$ cat src/rtl/fft_ctrl_pkg.sv
// Shared configuration and FSM encoding for the FFT stage controller.
// Default parameter values mirror the config_FFT.svh build settings.
package fft_ctrl_pkg;

  localparam int FFT_N       = 16;
  localparam int FFT_SIZE    = 4;
  localparam int FFT_TIMEOUT = 1024;

  // cur_stage value reported while no stage is active.
  localparam int STAGE_IDLE  = FFT_SIZE;

  typedef enum logic [2:0] {
    ST_IDLE,
    ST_LAUNCH,
    ST_WAIT,
    ST_DONE,
    ST_ERR
  } fsm_state_t;

endpackage

$ cat src/rtl/fft_stage_sequencer_watchdog.sv
// Per-stage watchdog: counts cycles while enabled and flags expiry at TIMEOUT-1.
// The count saturates at its limit so a stuck stage can never wrap it back to zero.
module stage_watchdog #(
  parameter int TIMEOUT = 1024
) (
  input  logic clk,
  input  logic rst,
  input  logic clr,
  input  logic en,
  output logic expired
);

  localparam int            WW    = (TIMEOUT > 2) ? $clog2(TIMEOUT) : 1;
  localparam logic [WW-1:0] LIMIT = WW'(TIMEOUT - 1);

  logic [WW-1:0] count;

  always_ff @(posedge clk) begin
    if (rst || clr) begin
      count <= '0;
    end else if (en && (count != LIMIT)) begin
      count <= count + 1'b1;
    end
  end

  assign expired = en && (count == LIMIT);

endmodule

$ cat src/rtl/fft_stage_sequencer.sv
// Sequences the log2(N) butterfly stages of one FFT frame, one stage at a time,
// with a per-stage watchdog and a one-deep queue for frame requests.
module fft_stage_sequencer
  import fft_ctrl_pkg::*;
#(
  parameter int N       = FFT_N,
  parameter int SIZE    = FFT_SIZE,
  parameter int TIMEOUT = FFT_TIMEOUT
) (
  input  logic                      clk,
  input  logic                      rst,
  input  logic                      frame_req,
  input  logic [SIZE-1:0]           stage_done,
  output logic                      frame_ack,
  output logic [SIZE-1:0]           stage_start,
  output logic [$clog2(SIZE+1)-1:0] cur_stage,
  output logic                      busy,
  output logic                      frame_done,
  output logic                      err_timeout,
  output logic [2:0]                dbg_state
);

  localparam int            CW         = $clog2(SIZE + 1);
  // Never address a stage beyond the stage_done/stage_start port width.
  localparam int            NUM_STAGES = ($clog2(N) < SIZE) ? $clog2(N) : SIZE;
  localparam logic [CW-1:0] LAST_STAGE = CW'(NUM_STAGES - 1);
  localparam logic [CW-1:0] IDLE_STAGE = CW'(SIZE);

  fsm_state_t      state, state_nxt;
  logic [CW-1:0]   k, k_nxt;
  logic            pending, pending_nxt;
  logic            ack_nxt, fdone_nxt, err_nxt, busy_nxt;
  logic [SIZE-1:0] start_nxt;
  logic [CW-1:0]   cur_nxt;
  logic            done_hit;
  logic            wd_expired;

  // Only the done bit of the stage being waited on is meaningful.
  assign done_hit  = |(stage_done & (SIZE'(1) << k));
  assign dbg_state = state;

  stage_watchdog #(
    .TIMEOUT (TIMEOUT)
  ) u_watchdog (
    .clk     (clk),
    .rst     (rst),
    .clr     (state == ST_LAUNCH),
    .en      (state == ST_WAIT),
    .expired (wd_expired)
  );

  // Request handshake: frame_req is a one-cycle pulse with no back-pressure;
  // frame_ack pulses one cycle later when the request is started or queued,
  // and a request that finds the queue full (or the block in ERR) is dropped.
  always_comb begin
    state_nxt   = state;
    k_nxt       = k;
    pending_nxt = pending;
    ack_nxt     = 1'b0;
    fdone_nxt   = 1'b0;
    err_nxt     = err_timeout;
    busy_nxt    = busy;
    start_nxt   = '0;

    unique case (state)
      ST_IDLE: begin
        if (frame_req || pending) begin
          ack_nxt     = frame_req;
          pending_nxt = 1'b0;
          k_nxt       = '0;
          state_nxt   = ST_LAUNCH;
        end
      end
      ST_LAUNCH: begin
        start_nxt = SIZE'(1) << k;
        busy_nxt  = 1'b1;
        state_nxt = ST_WAIT;
      end
      ST_WAIT: begin
        // A done arriving on the expiry cycle still wins over the watchdog.
        if (done_hit) begin
          if (k == LAST_STAGE) begin
            fdone_nxt = 1'b1;
            busy_nxt  = 1'b0;
            state_nxt = ST_DONE;
          end else begin
            k_nxt     = k + 1'b1;
            state_nxt = ST_LAUNCH;
          end
        end else if (wd_expired) begin
          err_nxt   = 1'b1;
          busy_nxt  = 1'b0;
          state_nxt = ST_ERR;
        end
      end
      ST_DONE: begin
        // A queued request, or one arriving alongside frame_done, relaunches
        // stage 0 straight away instead of idling for a cycle.
        if (frame_req || pending) begin
          ack_nxt     = frame_req && !pending;
          pending_nxt = 1'b0;
          k_nxt       = '0;
          state_nxt   = ST_LAUNCH;
        end else begin
          state_nxt = ST_IDLE;
        end
      end
      ST_ERR: begin
        state_nxt = ST_ERR;
      end
      default: begin
        state_nxt = ST_IDLE;
      end
    endcase

    if ((state == ST_LAUNCH || state == ST_WAIT) && frame_req && !pending) begin
      pending_nxt = 1'b1;
      ack_nxt     = 1'b1;
    end

    cur_nxt = (state_nxt == ST_LAUNCH || state_nxt == ST_WAIT) ? k_nxt : IDLE_STAGE;
  end

  always_ff @(posedge clk) begin
    if (rst) begin
      state       <= ST_IDLE;
      k           <= '0;
      pending     <= 1'b0;
      frame_ack   <= 1'b0;
      stage_start <= '0;
      frame_done  <= 1'b0;
      busy        <= 1'b0;
      err_timeout <= 1'b0;
      cur_stage   <= IDLE_STAGE;
    end else begin
      state       <= state_nxt;
      k           <= k_nxt;
      pending     <= pending_nxt;
      frame_ack   <= ack_nxt;
      stage_start <= start_nxt;
      frame_done  <= fdone_nxt;
      busy        <= busy_nxt;
      err_timeout <= err_nxt;
      cur_stage   <= cur_nxt;
    end
  end

endmodule

$ cat config.mk
export PLATFORM = sky130hd
export DESIGN_NAME = fft_stage_sequencer
export DESIGN_NICKNAME = d
export VERILOG_FILES = /design/src/rtl/fft_ctrl_pkg.sv /design/src/rtl/fft_stage_sequencer_watchdog.sv /design/src/rtl/fft_stage_sequencer.sv
export SDC_FILE = /design/constraint.sdc
export NUM_CORES = 1
export LEC_CHECK = 0
export CAP_MARGIN = 30
export CORE_MARGIN = 8
export CORE_UTILIZATION = 30
export CTS_CLUSTER_DIAMETER = 80
export DETAILED_ROUTE_END_ITERATION = 6
export GPL_ROUTABILITY_DRIVEN = 0
export MAX_ROUTING_LAYER = met4
export SLEW_MARGIN = 20
export SYNTH_ARGS = -nofsm -noshare
export SYNTH_HDL_FRONTEND = slang
export SYNTH_HIERARCHICAL = 1
export SYNTH_SLANG_ARGS = --single-unit
$ cat constraint.sdc
create_clock -name clk -period 3.3 [get_ports clk]
set_input_delay 0.825 -clock clk [delete_from_list [all_inputs] [get_ports clk]]
set_output_delay 0.825 -clock clk [all_outputs]
set_load 0.02 [all_outputs]
==> reports/qor.json, run 1 <==
{
  "die_outline_height_um": 81.7,
  "detailedRoute.firstPassIterationCount": 4,
  "critical_path.max_fanout": 6,
  "min_period_over_period": 0.753,
  "dpl.hpwl_mm": 2.21,
  "relSlewSlack": 0.567,
  "wl_per_cell_um": 13.4,
  "post_synth_inst_count": 142,
  "number_of_sinks_driven_by_the_clock_tree": 28,
  "clockRootBuffer": "clkbuf_8",
  "placed_cell_area_um2": 1550,
  "drv_slew": 0,
  "yosys.area_share.simple": 0.264,
  "setup_viol": 0,
  "cellLeakagePower_nw": 0.568,
  "power.share.combinational": 0.124,
  "antenna_cells_inserted": 0,
  "worst_path_max_delay_cell": "a222oi_1",
  "report.final.hold_viol_count": 0,
  "slew_at_the_pin_with_the_worst_max_slew_slack_ns": 0.649,
  "sw_frac_of_total": 0.231,
  "grt_util_all_layers": 0.0964,
  "netlist-cell-type-count": 41,
  "final_nets": 176,
  "worst-path-buf-inv": 2,
  "synth-seq-cells": 28,
  "timing.critical_path.cells": "clkdlybuf4s50_1, a222oi_1, a21oi_1, a21oi_1, inv_1, a221o_1",
  "worst_hold_path.num_cells": 2,
  "grt_first_pass_wirelength_mm": 5.03,
  "min_from": "err_timeout",
  "avgSynthCellArea_um2": 9.12,
  "proportion_of_layout_cells_with_a_drive_suffix_above_1": 0.0675,
  "ys_dominant_reg_cell": "dfxtp_1",
  "fillers": 445,
  "postLayoutCellArea_um2": 1620,
  "post_cts_hold_buffer_count": 0,
  "outcome": "finished, final reports clean",
  "synth_seq_area_share": 0.433,
  "setup_tns_ns": 0,
  "maxCapViolations": 0,
  "power_per_cell_area_nw_per_um2": 443,
  "power.ir.vdd_worst_mv": 0.191,
  "first_global_vias": 1089,
  "p_switching_uw": 165,
  "cts.repair_timing.setup_buffer_count": 0,
  "cp_top_family": "compound AO/OA/AOI/OAI gates",
  "worst-endpoint-required_ns": 3.47,
  "worst_ep_arrival_time_ns": 2.66,
  "p_int_uw": 552,
  "antenna_violations_before_repair": 0,
  "pin_count": 21,
  "syn_nets": 154,
  "numCtsBuffers": 3,
  "setup_repair_after_global_routing_missed_its_margin": "no",
  "worstSetupPathType": "in2reg",
  "post_synth_xor_area_fraction": 0.0338,
  "synth_enable_flop_cells": 0,
  "detail_route.iter0.violations": 51,
  "final_routed_wirelength_mm": 2.87,
  "reg2reg_slack_ns": 1.03,
  "power.clock.fraction": 0.375,
  "postCtsResizedCells": 0,
  "critical_path.endpoint_type": "register",
  "floorplan.die.width_um": 81.7,
  "fin_crit_ns": 2.49,
  "total_power_uw": 717,
  "clkTransAtPathRegs_ns": 0.10,
  "power_frac_seq": 0.501,
  "core_area_um2": 4260,
  "tritoncts": "yes",
  "min_path_type": "reg2reg",
  "maximum_number_of_pins_on_one_net_before_global_route_repair": 17,
  "antenna_left": 0,
  "port_buffers": 20,
  "synthArstFlopShare": 0,
  "yosys_warnings": 6,
  "insertion_delay_ns": 0.28,
  "r2r-start": "k[0]",
  "ctsHtreeMaxLevel": 1,
  "endpoint_of_the_most_critical_register_to_register_path": "cur_stage[2]",
  "viasPerCell": 5.13,
  "initial_utilization": 0.304,
  "hold_end": "err_timeout",
  "syn2layout_area_growth_pct": 25.1,
  "synth.mux.area_fraction": 0.00773,
  "floorplan.rows": 24,
  "finClkSkew_ns": 0.00487,
  "max-clock-path-buffers": 2,
  "dominant_combinational_cell_family_by_area_after_synthesis": "simple AND/OR/NAND/NOR gates",
  "critical_path.most_common_cell": "a21oi_1",
  "start_kind": "input pin",
  "routed-via-count": 1103,
  "timing.critical_path.slowest_cell_delay_ns": 0.63,
  "global_route.overflow_total": 0,
  "max_freq_mhz": 402,
  "post-route-drc-count": 0,
  "reg2reg_depth": 7,
  "die_area_um2": 6670,
  "synth-compound-area-share": 0.182,
  "netlist_area_um2": 1290,
  "synth-adder-area-share": 0.0483
}
## power groups by stage
stage          clock network, mW  registers, mW  logic (mW)
6_report                   0.269          0.359      0.0889
3_5_place_dp                   0          0.368      0.0897
4_1_cts                    0.276          0.360      0.0903
2_1_floorplan                  0          0.375      0.0453
5_1_grt                    0.288          0.361      0.0982
3_3_place_gp                   0          0.367      0.0886
## flip-flops by register name, indices dropped and copies added, names as in the netlist
name and cells:
u_watchdog/count 10, stage_start 4, cur_stage 3, dbg_state 3
k 3, busy 1, err_timeout 1, frame_ack 1
frame_done 1, pending 1
## synthesized netlist by cell type, types with 2 or more instances
library cell | count | area, um^2
a211oi_1 | 3 | 22.5
a21oi_1 | 12 | 60.1
and2_1 | 3 | 18.8
and3_1 | 2 | 12.5
clkbuf_1 | 3 | 11.3
dfxtp_1 | 28 | 561
ha_1 | 5 | 62.6
inv_1 | 8 | 30.0
nand2_1 | 13 | 48.8
nand2b_1 | 2 | 12.5
nand3_1 | 7 | 35.0
nand4_1 | 3 | 18.8
nor2_1 | 10 | 37.5
nor2b_1 | 3 | 18.8
nor3_1 | 2 | 10.0
nor4_1 | 3 | 18.8
o211ai_1 | 2 | 15.0
o21ai_0 | 6 | 30.0
or3_1 | 2 | 12.5
xnor2_1 | 3 | 26.3
xor2_1 | 2 | 17.5
## worst register-to-register path, cell delays in order (launching register included)
cell,delay [ns]
dfxtp_1,0.42
inv_1,0.11
ha_1,0.23
a222oi_1,0.61
a21oi_1,0.17
a21oi_1,0.26
inv_1,0.06
a221o_1,0.31
## kinds of logic after synthesis
kind of cell,Yosys count
AO/OA/AOI/OAI,33
flip-flops,28
adder cells (fa/ha/maj),5
buffers and inverters,11
multiplexers,1
AND/OR/NAND/NOR,59
XOR/XNOR,5
## stage by stage
step                hold slack [ns]  setup WS (ns)   util  cells
floorplan                     0.467           1.10      -    142
global placement              0.436          0.543  0.363    211
global route                  0.503          0.693  0.380    215
finish                        0.460          0.814  0.380    215
CTS                           0.461          0.828  0.380    215
detailed placement            0.444          0.530  0.363    211
## final cells by class
| cell class | count | area (um^2) | share of cell area |
|---|---|---|---|
| multi-input cells | 103 | 693 | 0.428 |
| flip-flops and latches | 28 | 561 | 0.346 |
| repair buffers | 20 | 200 | 0.124 |
| well taps | 52 | 65.1 | 0.0402 |
| clock buffers | 3 | 41.3 | 0.0255 |
| clock inverters | 1 | 30.0 | 0.0185 |
| inverters | 8 | 30.0 | 0.0185 |
## how the worst max path moves through the flow
stage | start | to | slack, ns | depth (start not counted)
detailed placement | stage_done[2] | cur_stage[2] | 0.53 | 6
floorplan | stage_done[2] | cur_stage[2] | 1.10 | 5
finish | stage_done[2] | cur_stage[2] | 0.81 | 6
CTS | stage_done[2] | cur_stage[2] | 0.83 | 6
global placement | stage_done[2] | cur_stage[2] | 0.54 | 6
global route | stage_done[2] | cur_stage[0] | 0.69 | 6
## placed cells by master, fill, tap and decap left out, types with 2 or more instances in the layout
cell type / Yosys / routed
nand2_1: 13 / 13
clkbuf_8: 0 / 3
nor2b_1: 3 / 3
o21ai_0: 6 / 6
nand2b_1: 2 / 2
clkdlybuf4s50_1: 0 / 20
dfxtp_1: 28 / 28
inv_1: 8 / 8
o211ai_1: 2 / 2
xnor2_1: 3 / 3
and2_1: 3 / 3
a211oi_1: 3 / 3
or3_1: 2 / 2
and3_1: 2 / 2
nor2_1: 10 / 10
ha_1: 5 / 5
nand3_1: 7 / 7
nor3_1: 2 / 2
a21oi_1: 12 / 12
nor4_1: 3 / 3
nand4_1: 3 / 3
xor2_1: 2 / 2
## metal layers
layer	vias to the layer above	GRT usage	share of wire
met5	-	-	0
met4	0	0.0526	0.024
met3	6	0.0142	0.040
met2	30	0.150	0.47
met1	513	0.118	0.47
li1	554	-	-
(Power assumes the default switching activity.)
==> inputs of run 2 (changes only) <==
- clock period: 3.3 -> 2.08 ns (I/O delays scaled with it)
==> run 2 against run 1 <==
  * Via count grew 2.9%
  * Clock power grew 62%
  * Critical endpoint is now dbg_state[0]
  * Power grew 63%
  * Highest routed layer unchanged
  * First-iteration DRC count shrank 7.8%
  * Global-route usage shrank 0.25 points
==> reports/qor.json, run 2 (synthesis gave the netlist of run 1 again) <==
{
  "biggestRegsByFlops": "u_watchdog/count (10), stage_start (4)",
  "worst_path_max_delay_cell": "clkdlybuf4s50_1",
  "power.ir.vdd_worst_mv": 0.256,
  "viasPerCell": 5.00,
  "p_switching_uw": 275,
  "core_area_um2": 4260,
  "maximum_number_of_pins_on_one_net_before_global_route_repair": 17,
  "wl_per_cell_um": 12.5,
  "global_route.overflow_total": 0,
  "routed-via-count": 1135,
  "insertion_delay_ns": 0.28,
  "clkTransAtPathRegs_ns": 0.10,
  "outcome": "finished, final reports clean",
  "initial_utilization": 0.304,
  "first_global_vias": 1112,
  "grt_first_pass_wirelength_mm": 4.85,
  "total_power_mw": 1.17,
  "report.final.hold_viol_count": 0,
  "clockRootBuffer": "clkbuf_8",
  "critical_path.startpoint": "dbg_state[0]",
  "post_cts_hold_buffer_count": 0,
  "numCtsBuffers": 3,
  "worst-path-stages": 2,
  "dpl_worst_slack_ns": -0.142,
  "finalNonFillerCells": 227,
  "dpl.hpwl_mm": 2.21,
  "fin_crit_ns": 1.96,
  "die_area_um2": 6670,
  "grt_util_all_layers": 0.0940,
  "min_path_type": "reg2reg",
  "max_freq_mhz": 510,
  "cp_top_family": "buffers and inverters",
  "relSlewSlack": 0.718,
  "proportion_of_layout_cells_with_a_drive_suffix_above_1": 0.137,
  "die_outline_height_um": 81.7,
  "power_frac_seq": 0.480,
  "maxCapViolations": 0,
  "port_buffers": 20,
  "floorplan.rows": 24,
  "sw_frac_of_total": 0.235,
  "setup_viol": 0,
  "critical_path.max_fanout": 7,
  "ctsHtreeMaxLevel": 1,
  "slew_at_the_pin_with_the_worst_max_slew_slack_ns": 0.418,
  "worst_ep_arrival_time_ns": 1.44,
  "largest_register_ff_count": 10,
  "syn2layout_area_growth_pct": 32.2,
  "detailedRoute.firstPassIterationCount": 4,
  "postLayoutCellArea_um2": 1710,
  "power.share.combinational": 0.149,
  "setup_repair_after_global_routing_missed_its_margin": "no",
  "timing.critical_path.cells": "buf_4, clkdlybuf4s50_1",
  "final_core_util": 0.401,
  "worst-path-buf-inv": 2,
  "drv_slew": 0,
  "placed_cells_incl_taps": 223,
  "tritoncts": "yes",
  "antenna_left": 0,
  "timing.critical_path.slowest_cell_delay_ns": 0.61,
  "final.hold.worst_slack_ns": 0.456,
  "detail_route.iter0.violations": 47,
  "critical_path.endpoint_type": "primary output",
  "post-route-drc-count": 0,
  "mostFrequentLayoutCells": "27 x dfxtp_1, 20 x clkdlybuf4s50_1, 13 x nand2_1, 12 x a21oi_1, 12 x buf_4",
  "top_register": "u_watchdog/count",
  "final_nets": 188,
  "pin_count": 21,
  "finClkSkew_ns": 0.00543,
  "start_kind": "register",
  "number_of_sinks_driven_by_the_clock_tree": 28,
  "floorplan.die.width_um": 81.7,
  "setup_tns_ns": 0,
  "cellLeakagePower_nw": 0.631,
  "cts.repair_timing.setup_buffer_count": 0,
  "power_per_cell_area_nw_per_um2": 685,
  "worst_slack_ns": 0.120,
  "power.clock.fraction": 0.371,
  "postCtsResizedCells": 0,
  "max-clock-path-buffers": 2,
  "worst-endpoint-required_ns": 1.56,
  "worst_hold_path.num_cells": 2,
  "min_period_over_period": 0.942,
  "worstSetupPathType": "reg2out",
  "r2r-start": "k[0]",
  "antenna_cells_inserted": 0,
  "reg2reg_depth": 8,
  "antenna_violations_before_repair": 0,
  "final_routed_wirelength_mm": 2.83,
  "final_common_cell": "dfxtp_1",
  "min_from": "err_timeout",
  "placed_cell_area_um2": 1640,
  "p_int_uw": 898
}
run 2: cell count changes in the layout (fill, tap and decap cells not counted), sizes merged:
cell	previous run	this run
buf	0	12
run 2: routing by layer:
layer  share of wire  wire length [um]  up-vias  track usage
li1                -                 -      582            -
met1            0.49              1390      528        0.112
met2            0.46              1300       20        0.149
met3           0.034                97        5       0.0164
met4           0.017                48        0       0.0474
met5               0                 0        -            -
run 2: final cells by class:
type                    instances  area (um^2)
clock inverters                 1         30.0
fillers                       411         2550
multi-input cells             103          693
clock buffers                   3         41.3
flip-flops and latches         28          562
well taps                      52         65.1
repair buffers                 32          290
inverters                       8         30.0
run 2: path summary, 6_finish.rpt:
| path | endpoint | slack, ns |
|---|---|---|
| max | dbg_state[0] | 0.12 |
| min | err_timeout | 0.46 |
| max reg2reg | cur_stage[2] | 0.15 |
| min reg2reg | err_timeout | 0.46 |
run 2: power groups by stage:
stage | sequential [mW] | combinational, mW | clock, mW
final | 0.563 | 0.174 | 0.435
after detailed placement | 0.576 | 0.175 | 0
after global routing | 0.566 | 0.192 | 0.465
after global placement | 0.575 | 0.174 | 0
after floorplan | 0.595 | 0.0719 | 0
after CTS | 0.563 | 0.176 | 0.447
run 2: worst register-to-register path: cells and delay by family, from the launching register on:
kind | cells | cell delay [ns]
compound gates | 4 | 0.89
buf+inv | 3 | 0.33
flops | 1 | 0.38
fa+ha+maj | 1 | 0.22
==> inputs of run 3 (changes only) <==
- SKIP_LAST_GASP: default -> 1
==> results of run 3 <==
Same layout as run 2: the final DEF is identical, and so are final timing and power.
